$ cat config.mk
export PLATFORM = sky130hd
export DESIGN_NAME = seg_scan_decoder
export DESIGN_NICKNAME = d
export VERILOG_FILES = /design/src/rtl/seg_scan_decoder_pkg.sv /design/src/rtl/seg_scan_decoder_seg7_to_hex.sv /design/src/rtl/seg_scan_decoder.sv
export SDC_FILE = /design/constraint.sdc
export NUM_CORES = 1
export LEC_CHECK = 0
export BUFFER_PORTS_ARGS = -buffer_cell sky130_fd_sc_hd__buf_4
export CAP_MARGIN = 20
export CELL_PAD_IN_SITES_DETAIL_PLACEMENT = 0
export CELL_PAD_IN_SITES_GLOBAL_PLACEMENT = 1
export CORE_MARGIN = 2
export CORE_UTILIZATION = 35
export CTS_CLUSTER_DIAMETER = 150
export CTS_CLUSTER_SIZE = 25
export DETAILED_ROUTE_END_ITERATION = 8
export GPL_ROUTABILITY_DRIVEN = 1
export PLACE_DENSITY = 0.66
export SLEW_MARGIN = 20
export SYNTH_ARGS = -nofsm -noshare
export SYNTH_HDL_FRONTEND = slang
export SYNTH_SLANG_ARGS = --single-unit
$ cat constraint.sdc
create_clock -name clk -period 3.1 [get_ports clk]
set_input_delay 0.62 -clock clk [delete_from_list [all_inputs] [get_ports clk]]
set_output_delay 0.62 -clock clk [all_outputs]
set_load 0.01 [all_outputs]
$ cat src/rtl/seg_scan_decoder_pkg.sv
// Shared constants for the seven-segment scan decoder: glyph table,
// FSM state encoding and the default stability threshold.
package seg_scan_decoder_pkg;

  localparam int STABLE_CYCLES_DEF = 4;

  typedef enum logic [1:0] {
    ST_IDLE   = 2'd0,
    ST_SETTLE = 2'd1,
    ST_HELD   = 2'd2
  } state_e;

  // Lit patterns (1 = segment on), bit order {a,b,c,d,e,f,g}
  localparam logic [6:0] GLYPH_0 = 7'b1111110;
  localparam logic [6:0] GLYPH_1 = 7'b0110000;
  localparam logic [6:0] GLYPH_2 = 7'b1101101;
  localparam logic [6:0] GLYPH_3 = 7'b1111001;
  localparam logic [6:0] GLYPH_4 = 7'b0110011;
  localparam logic [6:0] GLYPH_5 = 7'b1011011;
  localparam logic [6:0] GLYPH_6 = 7'b1011111;
  localparam logic [6:0] GLYPH_7 = 7'b1110000;
  localparam logic [6:0] GLYPH_8 = 7'b1111111;
  localparam logic [6:0] GLYPH_9 = 7'b1111011;
  localparam logic [6:0] GLYPH_A = 7'b1110111;
  localparam logic [6:0] GLYPH_B = 7'b0011111;
  localparam logic [6:0] GLYPH_C = 7'b1001110;
  localparam logic [6:0] GLYPH_D = 7'b0111101;
  localparam logic [6:0] GLYPH_E = 7'b1001111;
  localparam logic [6:0] GLYPH_F = 7'b1000111;

  // True when exactly one active-low anode is asserted
  function automatic logic one_low(input logic [3:0] an);
    return ($countones(~an) == 1);
  endfunction

  // Digit index of the single low anode (only meaningful when one_low)
  function automatic logic [1:0] digit_idx(input logic [3:0] an);
    logic [1:0] idx;
    idx = 2'd0;
    for (int i = 0; i < 4; i++)
      if (!an[i]) idx = 2'(i);
    return idx;
  endfunction

endpackage

$ cat src/rtl/seg_scan_decoder_seg7_to_hex.sv
// Combinational lit-pattern to hex nibble decoder with illegal-glyph flag.
module seg7_to_hex
  import seg_scan_decoder_pkg::*;
(
  input  logic [6:0] lit_i,
  output logic [3:0] nib_o,
  output logic       bad_o
);

  // Table lookup; anything outside the 16 glyphs is flagged
  always_comb begin
    nib_o = 4'h0;
    bad_o = 1'b0;
    case (lit_i)
      GLYPH_0: nib_o = 4'h0;
      GLYPH_1: nib_o = 4'h1;
      GLYPH_2: nib_o = 4'h2;
      GLYPH_3: nib_o = 4'h3;
      GLYPH_4: nib_o = 4'h4;
      GLYPH_5: nib_o = 4'h5;
      GLYPH_6: nib_o = 4'h6;
      GLYPH_7: nib_o = 4'h7;
      GLYPH_8: nib_o = 4'h8;
      GLYPH_9: nib_o = 4'h9;
      GLYPH_A: nib_o = 4'hA;
      GLYPH_B: nib_o = 4'hB;
      GLYPH_C: nib_o = 4'hC;
      GLYPH_D: nib_o = 4'hD;
      GLYPH_E: nib_o = 4'hE;
      GLYPH_F: nib_o = 4'hF;
      default: bad_o = 1'b1;
    endcase
  end

endmodule

$ cat src/rtl/seg_scan_decoder.sv
// Receiving end of a multiplexed seven-segment bus: debounces each selected
// digit, decodes it, and publishes a 16-bit value once all four are seen.
module seg_scan_decoder
  import seg_scan_decoder_pkg::*;
#(
  parameter int STABLE_CYCLES = STABLE_CYCLES_DEF
) (
  input  logic        clk,
  input  logic        rst,
  input  logic [3:0]  an,
  input  logic [6:0]  seg,
  output logic [15:0] value,
  output logic        value_valid,
  output logic        digit_err
);

  state_e      state_q;
  logic [7:0]  cnt_q;
  logic [3:0]  ref_an_q;
  logic [6:0]  ref_seg_q;
  logic [15:0] shadow_q;
  logic [3:0]  mask_q;
  logic [15:0] value_q;
  logic        valid_q;
  logic        err_q;

  logic        sel;
  logic        same;
  logic [8:0]  cnt_inc;
  logic        cap;
  logic [1:0]  dig;
  logic [3:0]  nib;
  logic        bad;
  logic [15:0] shadow_d;
  logic [3:0]  mask_d;

  assign sel     = one_low(an);
  assign same    = (an == ref_an_q) && (seg == ref_seg_q);
  assign cnt_inc = {1'b0, cnt_q} + 9'd1;
  // Capture fires on the cycle the run of identical samples hits the threshold
  assign cap     = (state_q == ST_SETTLE) && same && (cnt_inc == 9'(STABLE_CYCLES));
  assign dig     = digit_idx(ref_an_q);

  seg7_to_hex u_dec (
    .lit_i (~ref_seg_q),
    .nib_o (nib),
    .bad_o (bad)
  );

  // Shadow/mask as they would look with the current capture merged in
  always_comb begin
    shadow_d = shadow_q;
    shadow_d[{dig, 2'b00} +: 4] = nib;
    mask_d = mask_q | (4'b0001 << dig);
  end

  // Stability FSM: tracks the reference pattern and run length
  always_ff @(posedge clk or posedge rst) begin
    if (rst) begin
      state_q   <= ST_IDLE;
      cnt_q     <= 8'd0;
      ref_an_q  <= 4'h0;
      ref_seg_q <= 7'h00;
    end else begin
      case (state_q)
        ST_IDLE: if (sel) begin
          state_q   <= ST_SETTLE;
          cnt_q     <= 8'd1;
          ref_an_q  <= an;
          ref_seg_q <= seg;
        end
        ST_SETTLE: begin
          if (!sel) begin
            state_q <= ST_IDLE;
            cnt_q   <= 8'd0;
          end else if (same) begin
            cnt_q <= cnt_inc[7:0];
            if (cap) state_q <= ST_HELD;
          end else begin
            cnt_q     <= 8'd1;
            ref_an_q  <= an;
            ref_seg_q <= seg;
          end
        end
        ST_HELD: if (!same) begin
          if (sel) begin
            state_q   <= ST_SETTLE;
            cnt_q     <= 8'd1;
            ref_an_q  <= an;
            ref_seg_q <= seg;
          end else begin
            state_q <= ST_IDLE;
            cnt_q   <= 8'd0;
          end
        end
        default: state_q <= ST_IDLE;
      endcase
    end
  end

  // Round assembly: merge captures, publish full rounds, drop bad rounds
  always_ff @(posedge clk or posedge rst) begin
    if (rst) begin
      shadow_q <= 16'h0000;
      mask_q   <= 4'h0;
      value_q  <= 16'h0000;
      valid_q  <= 1'b0;
      err_q    <= 1'b0;
    end else begin
      valid_q <= 1'b0;
      err_q   <= 1'b0;
      if (cap) begin
        if (bad) begin
          err_q    <= 1'b1;
          mask_q   <= 4'h0;
          shadow_q <= 16'h0000;
        end else if (mask_d == 4'hF) begin
          value_q  <= shadow_d;
          valid_q  <= 1'b1;
          mask_q   <= 4'h0;
          shadow_q <= shadow_d;
        end else begin
          mask_q   <= mask_d;
          shadow_q <= shadow_d;
        end
      end
    end
  end

  assign value       = value_q;
  assign value_valid = valid_q;
  assign digit_err   = err_q;

endmodule

==> summary.md, run 1 <==
| Metric | Value |
|---|---|
| Outcome | completed |
| Commonest non-fill, non-tap cell in the layout | dfrtp_1 |
| Slowest stage delay, CP | 0.52 ns |
| Fmax | approximately 0.35 GHz |
| Post-synthesis compound-gate area fraction | 0.143 |
| Routed wire per std cell | between 10 and 15 um |
| Gate count after technology mapping | ~330 |
| Total Wirelength | around 7600 um |
| HP Class | in -> async |
| Core area | 9640 sq um |
| Post-synth cell types | 57 |
| Initial antenna violation count | 0 |
| CTS clock-pin slew for the worst setup and hold paths | 0.07 ns |
| Synthesized-area fraction occupied by and/or/nand/nor cells | 0.212 |
| Maxcap violations | 0 |
| CP max-delay cell | fa_1 |
| Post-CTS setup buffers | 0 |
| Vias in the first global route | 2534 |
| Largest net degree at the start of global routing | 31 |
| Number of vias per cell | 5.11 |
| Nets@finish | 401 |
| Fin crit share | 0.921 |
| GRT overflow | 0 |
| Ant diodes | 0 |
| Input/output buffers | 30 |
| Layout cells sized above 1 | 0.271 |
| Die width | 103 um |
| Max VDD drop | around 280 uV |
| YS warnings | 0 |
| Most frequent cells in the layout | 59 x dfrtp_1, 47 x buf_4, 36 x nand2_1 |
| H-tree Lvls | 3 |
| Worst endpoint required time | 3.33 ns |
| Worst reg2reg setup slack | 0.56 ns |
| Transition time of the tightest slew-check pin | 0.739 ns |
| Leakage | 1.97 nW |
| Via Count | 2640 |
| Dpl cell area | 3860 sq um |
| First-pass GRT wire length | 12600 um |
| Main combinational cell family by area after synthesis | simple AND/OR/NAND/NOR gates |
| Die area | 10600 sq um |
| Post_cts resized | 0 |
| Min cycle time layout | 2.85 ns |
| TritonCTS clock tree | built |
| Synthesis-to-finish area growth | 20.5% |
| PwrDens | approximately 660 nW/um^2 |
| Row cnt | 36 |
| Worst-path fanout max | 4 |
| Cell mode on critical path | ha_1 |
| CTS hold repair buffers | 0 |
| R2R Path End | value[10]$_DFFE_PP0P_ |
| DPL Wire Length | 5450 um |
| RSZ-0062 raised after global routing | no |
| DR iter-0 viols | 62 |
| Startpoint types | primary input |
| Number of flops mapped to enable cells by yosys | 0 |
| Final WS setup | 0.245 ns |
| Crit path capture type | register |
| Setup CP Type | in -> reg |
| CTS Buf Count | 9 |
| Design area | ~4100 sq um |
| RD Place Congestion | 0.788 |
| Clock skew | 0.00976 ns |
| #FFs+latches synth | 59 |
| Root buffer cell | clkbuf_8 |
| Clock buffer depth | 2 |
| Adder-cell area share of the yosys netlist | 0.0351 |
| Avg Cell Area, Syn | 10.2 sq um |
| Pwr Total | 0.00274 W |
| Normalized max-slew margin | 0.505 |
| Final antenna-violating net count | 0 |
| IO Pins | 31 |
| Synth top area share | 0.432 |
| Post-synth top flop | dfrtp_1 |
| Total track usage | 0.155 |
| Worst hold margin | 0.374 ns |
| Hold Violations, Final | 0 |
| Initial DRT Pass Iterations | 7 |
| RR Startpoint | ref_seg_q[5]$_DFFE_PP0P_ |
| Fraction of synthesis flops using an asynchronous set or reset pin | 1.00 |
| Clock sinks | 59 |
| Die height | slightly above 100 um |
| Syn_nets | between 300 and 400 |
| Worst-Skew Late Latency | 0.34 ns |
| Sequential area share after synthesis | 0.432 |
| XOR/XNOR Fraction of Synth Area | 0.0355 |
| CP cell instances | buf_4 > fa_1 > inv_1 > ha_1 > ha_1 > or3b_2 > and2_1 > or3_1 > a32o_1 |
| Layout filler cell count | 1001 |
| DRC Markers | 0 |
| Multiplexer share of the synthesized area | 0.105 |
| Initial Util | 0.355 |
| Fin. max-slew vios | 0 |
| Reg2Reg Depth | 7 |
| Setup-failing EPs final | 0 |
| Cell accounting for the most synthesized area | dfrtp_1 |
| Pre-CTS setup slack | -0.135 ns |
| Worst Path Arrival | 3.08 ns |
| Top cells by area, synth | dfrtp_1 43%, mux2_2 5.3%, mux2_4 4.4%, a22o_1 4.1%, nand2_1 4.0% |
| Final Core Density | 0.428 |
| Synth Cell Area | around 3400 sq um |
-- area by class of cell --
type                            instances  area [sq um]  area share
Multi-Input combinational cell        249          1820       0.442
Clock inverter                          5           125      0.0304
Inverter                               13          48.8      0.0118
Tap cell                              133           166      0.0404
Clock buffer                           11           131      0.0319
Sequential cell                        59          1480       0.358
Timing Repair Buffer                   47           353      0.0856
-- stage by stage --
step	instances	setup TNS, ns
final	517	0
after global routing	517	0
after CTS	517	0
after detailed placement	501	-0.737
after global placement	501	-0.123
after floorplan	334	0
-- layer usage --
layer,GRT usage,wire (um)
met1,0.216,3740
met2,0.236,3500
met3,0.0407,229
met4,0.0455,84
met5,0,0
-- power breakdown --
part           leakage, nW  internal (W)  switching [W]
registers            0.797      0.000845       0.000218
clock network        0.128      0.000615       0.000303
logic                 1.04      0.000331       0.000423
total                 1.97       0.00179       0.000944
-- logic make-up after synthesis --
kind of cell / count (synthesis)
AOI/OAI and AO/OA: 74
xor gates and xnor gates: 13
adders and majority gates: 9
buffers and inverters: 26
DFF: 59
muxes: 29
and+or+nand+nor: 124
-- worst max-delay path by stage --
stage,start,end,depth (start not counted)
3_5_place_dp,an[0],state_q[1]$_DFFE_PP0P_,9
6_report,an[0],state_q[1]$_DFFE_PP0P_,9
3_3_place_gp,an[0],state_q[1]$_DFFE_PP0P_,9
4_1_cts,an[0],state_q[1]$_DFFE_PP0P_,9
2_1_floorplan,an[0],cnt_q[4]$_DFFE_PP0P_,10
5_1_grt,an[0],cnt_q[2]$_DFFE_PP0P_,11
-- flip-flops by register name, summed over array words and instances (netlist names) --
signal / flops
ref_seg_q: 7
value_valid: 1
state_q: 2
digit_err: 1
cnt_q: 8
value: 16
shadow_q: 16
mask_q: 4
ref_an_q: 4
-- cells in the mapped netlist, types with 2 or more instances --
library cell and count:
nand2_1 36, inv_1 13, clkbuf_1 4, nor2_2 4
mux2i_1 3, buf_6 3, nand2b_1 3, mux2_4 10
nor2_1 16, nand3_1 12, a21oi_1 9, buf_2 5
a22o_1 16, nand3b_1 4, nor3_1 7, nor2b_1 5
and3b_1 3, dfrtp_1 59, nor3b_1 2, nor4_2 2
and2_1 2, and3_1 10, nor4_4 2, or3b_2 2
nand4_1 2, o21ai_0 25, a32o_1 2, xor2_1 12
o211ai_1 4, mux2_2 16, nor4bb_1 2, a31oi_1 5
o21a_1 3, ha_1 8
-- worst max-delay path, delay by kind of cell --
kind,cells,cell delay [ns]
and+or+nand+nor,3,1.14
adders and majority gates,3,0.95
AOI/OAI and AO/OA,1,0.22
buffers and inverters,2,0.16
Power figures use the tool's default switching activity.
==> run 2: changes to the inputs <==
--- a/config.mk
+++ b/config.mk
@@ -15,7 +15,9 @@
 export CTS_CLUSTER_SIZE = 25
 export DETAILED_ROUTE_END_ITERATION = 8
 export GPL_ROUTABILITY_DRIVEN = 1
+export GPL_TIMING_DRIVEN = 0
 export PLACE_DENSITY = 0.66
+export SKIP_LAST_GASP = 1
 export SLEW_MARGIN = 20
 export SYNTH_ARGS = -nofsm -noshare
 export SYNTH_HDL_FRONTEND = slang
==> summary.md, run 2 (same netlist as run 1, synthesis figures left out) <==
| Metric | Value |
|---|---|
| Outcome | completed |
| Crit path capture type | register |
| Input/output buffers | 30 (unchanged) |
| Synthesis-to-finish area growth | 18.8% |
| Layout filler cell count | 985 (-1.6%) |
| Total track usage | 0.155 (+0.000669) |
| Core area | 9640 sq um (unchanged) |
| Worst Path Arrival | 3.16 ns (+0.08 ns) |
| RSZ-0062 raised after global routing | no |
| TritonCTS clock tree | built |
| Bufs and invs on worst path | 3 (+1) |
| Number of vias per cell | 5.09 (-0.33%) |
| Leakage | 1.92 nW (-2.4%) |
| Die area | 10600 sq um (unchanged) |
| IO Pins | 31 (unchanged) |
| Worst reg2reg setup slack | 0.23 ns (-0.33 ns) |
| DR iter-0 viols | 111 (+79%) |
| Setup CP Type | in -> reg |
| CP max-delay cell | fa_1 |
| Slowest stage delay, CP | 0.52 ns (about the same) |
| H-tree Lvls | 3 (unchanged) |
| Min cycle time layout | 2.93 ns (+0.0758 ns) |
| Transition time of the tightest slew-check pin | 0.736 ns (-0.00238 ns) |
| Max VDD drop | 259 uV (-6.5%) |
| Fmax | 0.341 GHz (-2.6%) |
| Die width | 103 um (unchanged) |
| Layout cells sized above 1 | 0.268 (-0.00312) |
| Vias in the first global route | 2480 (-2.1%) |
| Via Count | 2616 (-0.91%) |
| Worst-path fanout max | 10 (+6) |
| Routed wire per std cell | 14.7 um (+0.37%) |
| CP cell instances | buf_4 > fa_1 > inv_1 > ha_1 > ha_1 > or3b_2 > nor2_1 > o21ai_0 > buf_2 > mux2_2 |
| Nets@finish | 398 (-0.75%) |
| Clock buffer depth | 2 (unchanged) |
| Setup-failing EPs final | 0 (unchanged) |
| Startpoint types | primary input |
| Dpl cell area | 3850 sq um (-0.49%) |
| Post-CTS setup buffers | 0 (unchanged) |
| Maxcap violations | 0 (unchanged) |
| Normalized max-slew margin | 0.507 (+0.00160) |
| CTS hold repair buffers | 0 (unchanged) |
| Fin. max-slew vios | 0 (unchanged) |
| DPL Wire Length | 5420 um (-0.47%) |
| Root buffer cell | clkbuf_8 |
| Hold Violations, Final | 0 (unchanged) |
| Total Wirelength | 7540 um (-0.21%) |
| CTS clock-pin slew for the worst setup and hold paths | 0.08 ns (about the same) |
| Final antenna-violating net count | 0 (unchanged) |
| Final Core Density | 0.421 (-0.00610) |
| Worst endpoint required time | 3.33 ns (about the same) |
| Commonest non-fill, non-tap cell in the layout | dfrtp_1 |
| GRT overflow | 0 (unchanged) |
| Clock sinks | 59 (unchanged) |
| HP Class | in -> async |
| RD Place Congestion | 0.823 (+4.4%) |
| Largest net degree at the start of global routing | 55 (+77%) |
| First-pass GRT wire length | 12700 um (+0.44%) |
| Cell mode on critical path | ha_1 |
| Worst-Skew Late Latency | 0.34 ns (about the same) |
| Initial antenna violation count | 0 (unchanged) |
| Initial DRT Pass Iterations | 4 (-3) |
| Pwr Total | 0.00257 W (-5.9%) |
| CTS Buf Count | 9 (unchanged) |
| Row cnt | 36 (unchanged) |
| Clock skew | 0.0103 ns (+0.000576 ns) |
| Initial Util | 0.355 (unchanged) |
| Ant diodes | 0 (unchanged) |
| DRC Markers | 0 (unchanged) |
| Design area | 4060 sq um (-1.4%) |
| Most frequent cells in the layout | 59 x dfrtp_1, 36 x nand2_1, 30 x buf_4 |
| PwrDens | 634 nW/um^2 (-4.5%) |
| Worst path top cell family by delay | adder cells |
| Fin crit share | 0.945 (+0.0245) |
| Die height | 103 um (unchanged) |
## run 2: metal layers
metal / global-route usage / part of all wire / vias to the layer above
met5: 0 / 0 / -
met1: 0.209 / 0.47 / 1261
li1: - / - / 1298
met3: 0.0346 / 0.039 / 7
met2: 0.253 / 0.48 / 50
met4: 0.0425 / 0.0090 / 0
## run 2: area by class of cell
class	count	area [sq um]	area share
inverter	13	51.3	0.0126
clock buffer	10	138	0.0339
multi-input combinational	249	1830	0.451
tap	133	166	0.0410
buffer	13	82.6	0.0203
sequential	59	1480	0.363
clock inverter	6	65.1	0.0160
timing repair buffer	31	253	0.0622
## run 2: through the flow
step	hold slack [ns]	setup TNS (ns)	worst slack (ns)	instances
after global routing	0.142	0	0.00661	514
after floorplan	0.466	0	0.0122	334
after global placement	0.485	-4.33	-0.439	497
after CTS	0.134	0	0.0616	514
final	0.150	0	0.170	514
after detailed placement	0.481	-4.44	-0.444	498
## run 2: what timing repair did
item / in CTS / in global routing
gates resized for setup: 1 / 5
endpoints found under the setup margin: 5 / 5
hold endpoints to repair: 0 / 0
## run 2: power by group
part | switching, W | internal [W]
clock | 0.000328 | 0.000393
sequential | 0.000100 | 0.000847
combinational | 0.000561 | 0.000346
## run 2: worst paths after layout
check | startpoint | to | cells after the start
max in group asynchronous | rst | cnt_q[4]$_DFFE_PP0P_ | 3
min in group clk | mask_q[0]$_DFFE_PP0P_ | mask_q[0]$_DFFE_PP0P_ | 1
min reg2reg | mask_q[0]$_DFFE_PP0P_ | mask_q[0]$_DFFE_PP0P_ | 1
max reg2reg | ref_seg_q[5]$_DFFE_PP0P_ | value[0]$_DFFE_PP0P_ | 7
min | rst | value[11]$_DFFE_PP0P_ | 2
max | an[0] | ref_an_q[0]$_DFFE_PP0P_ | 10
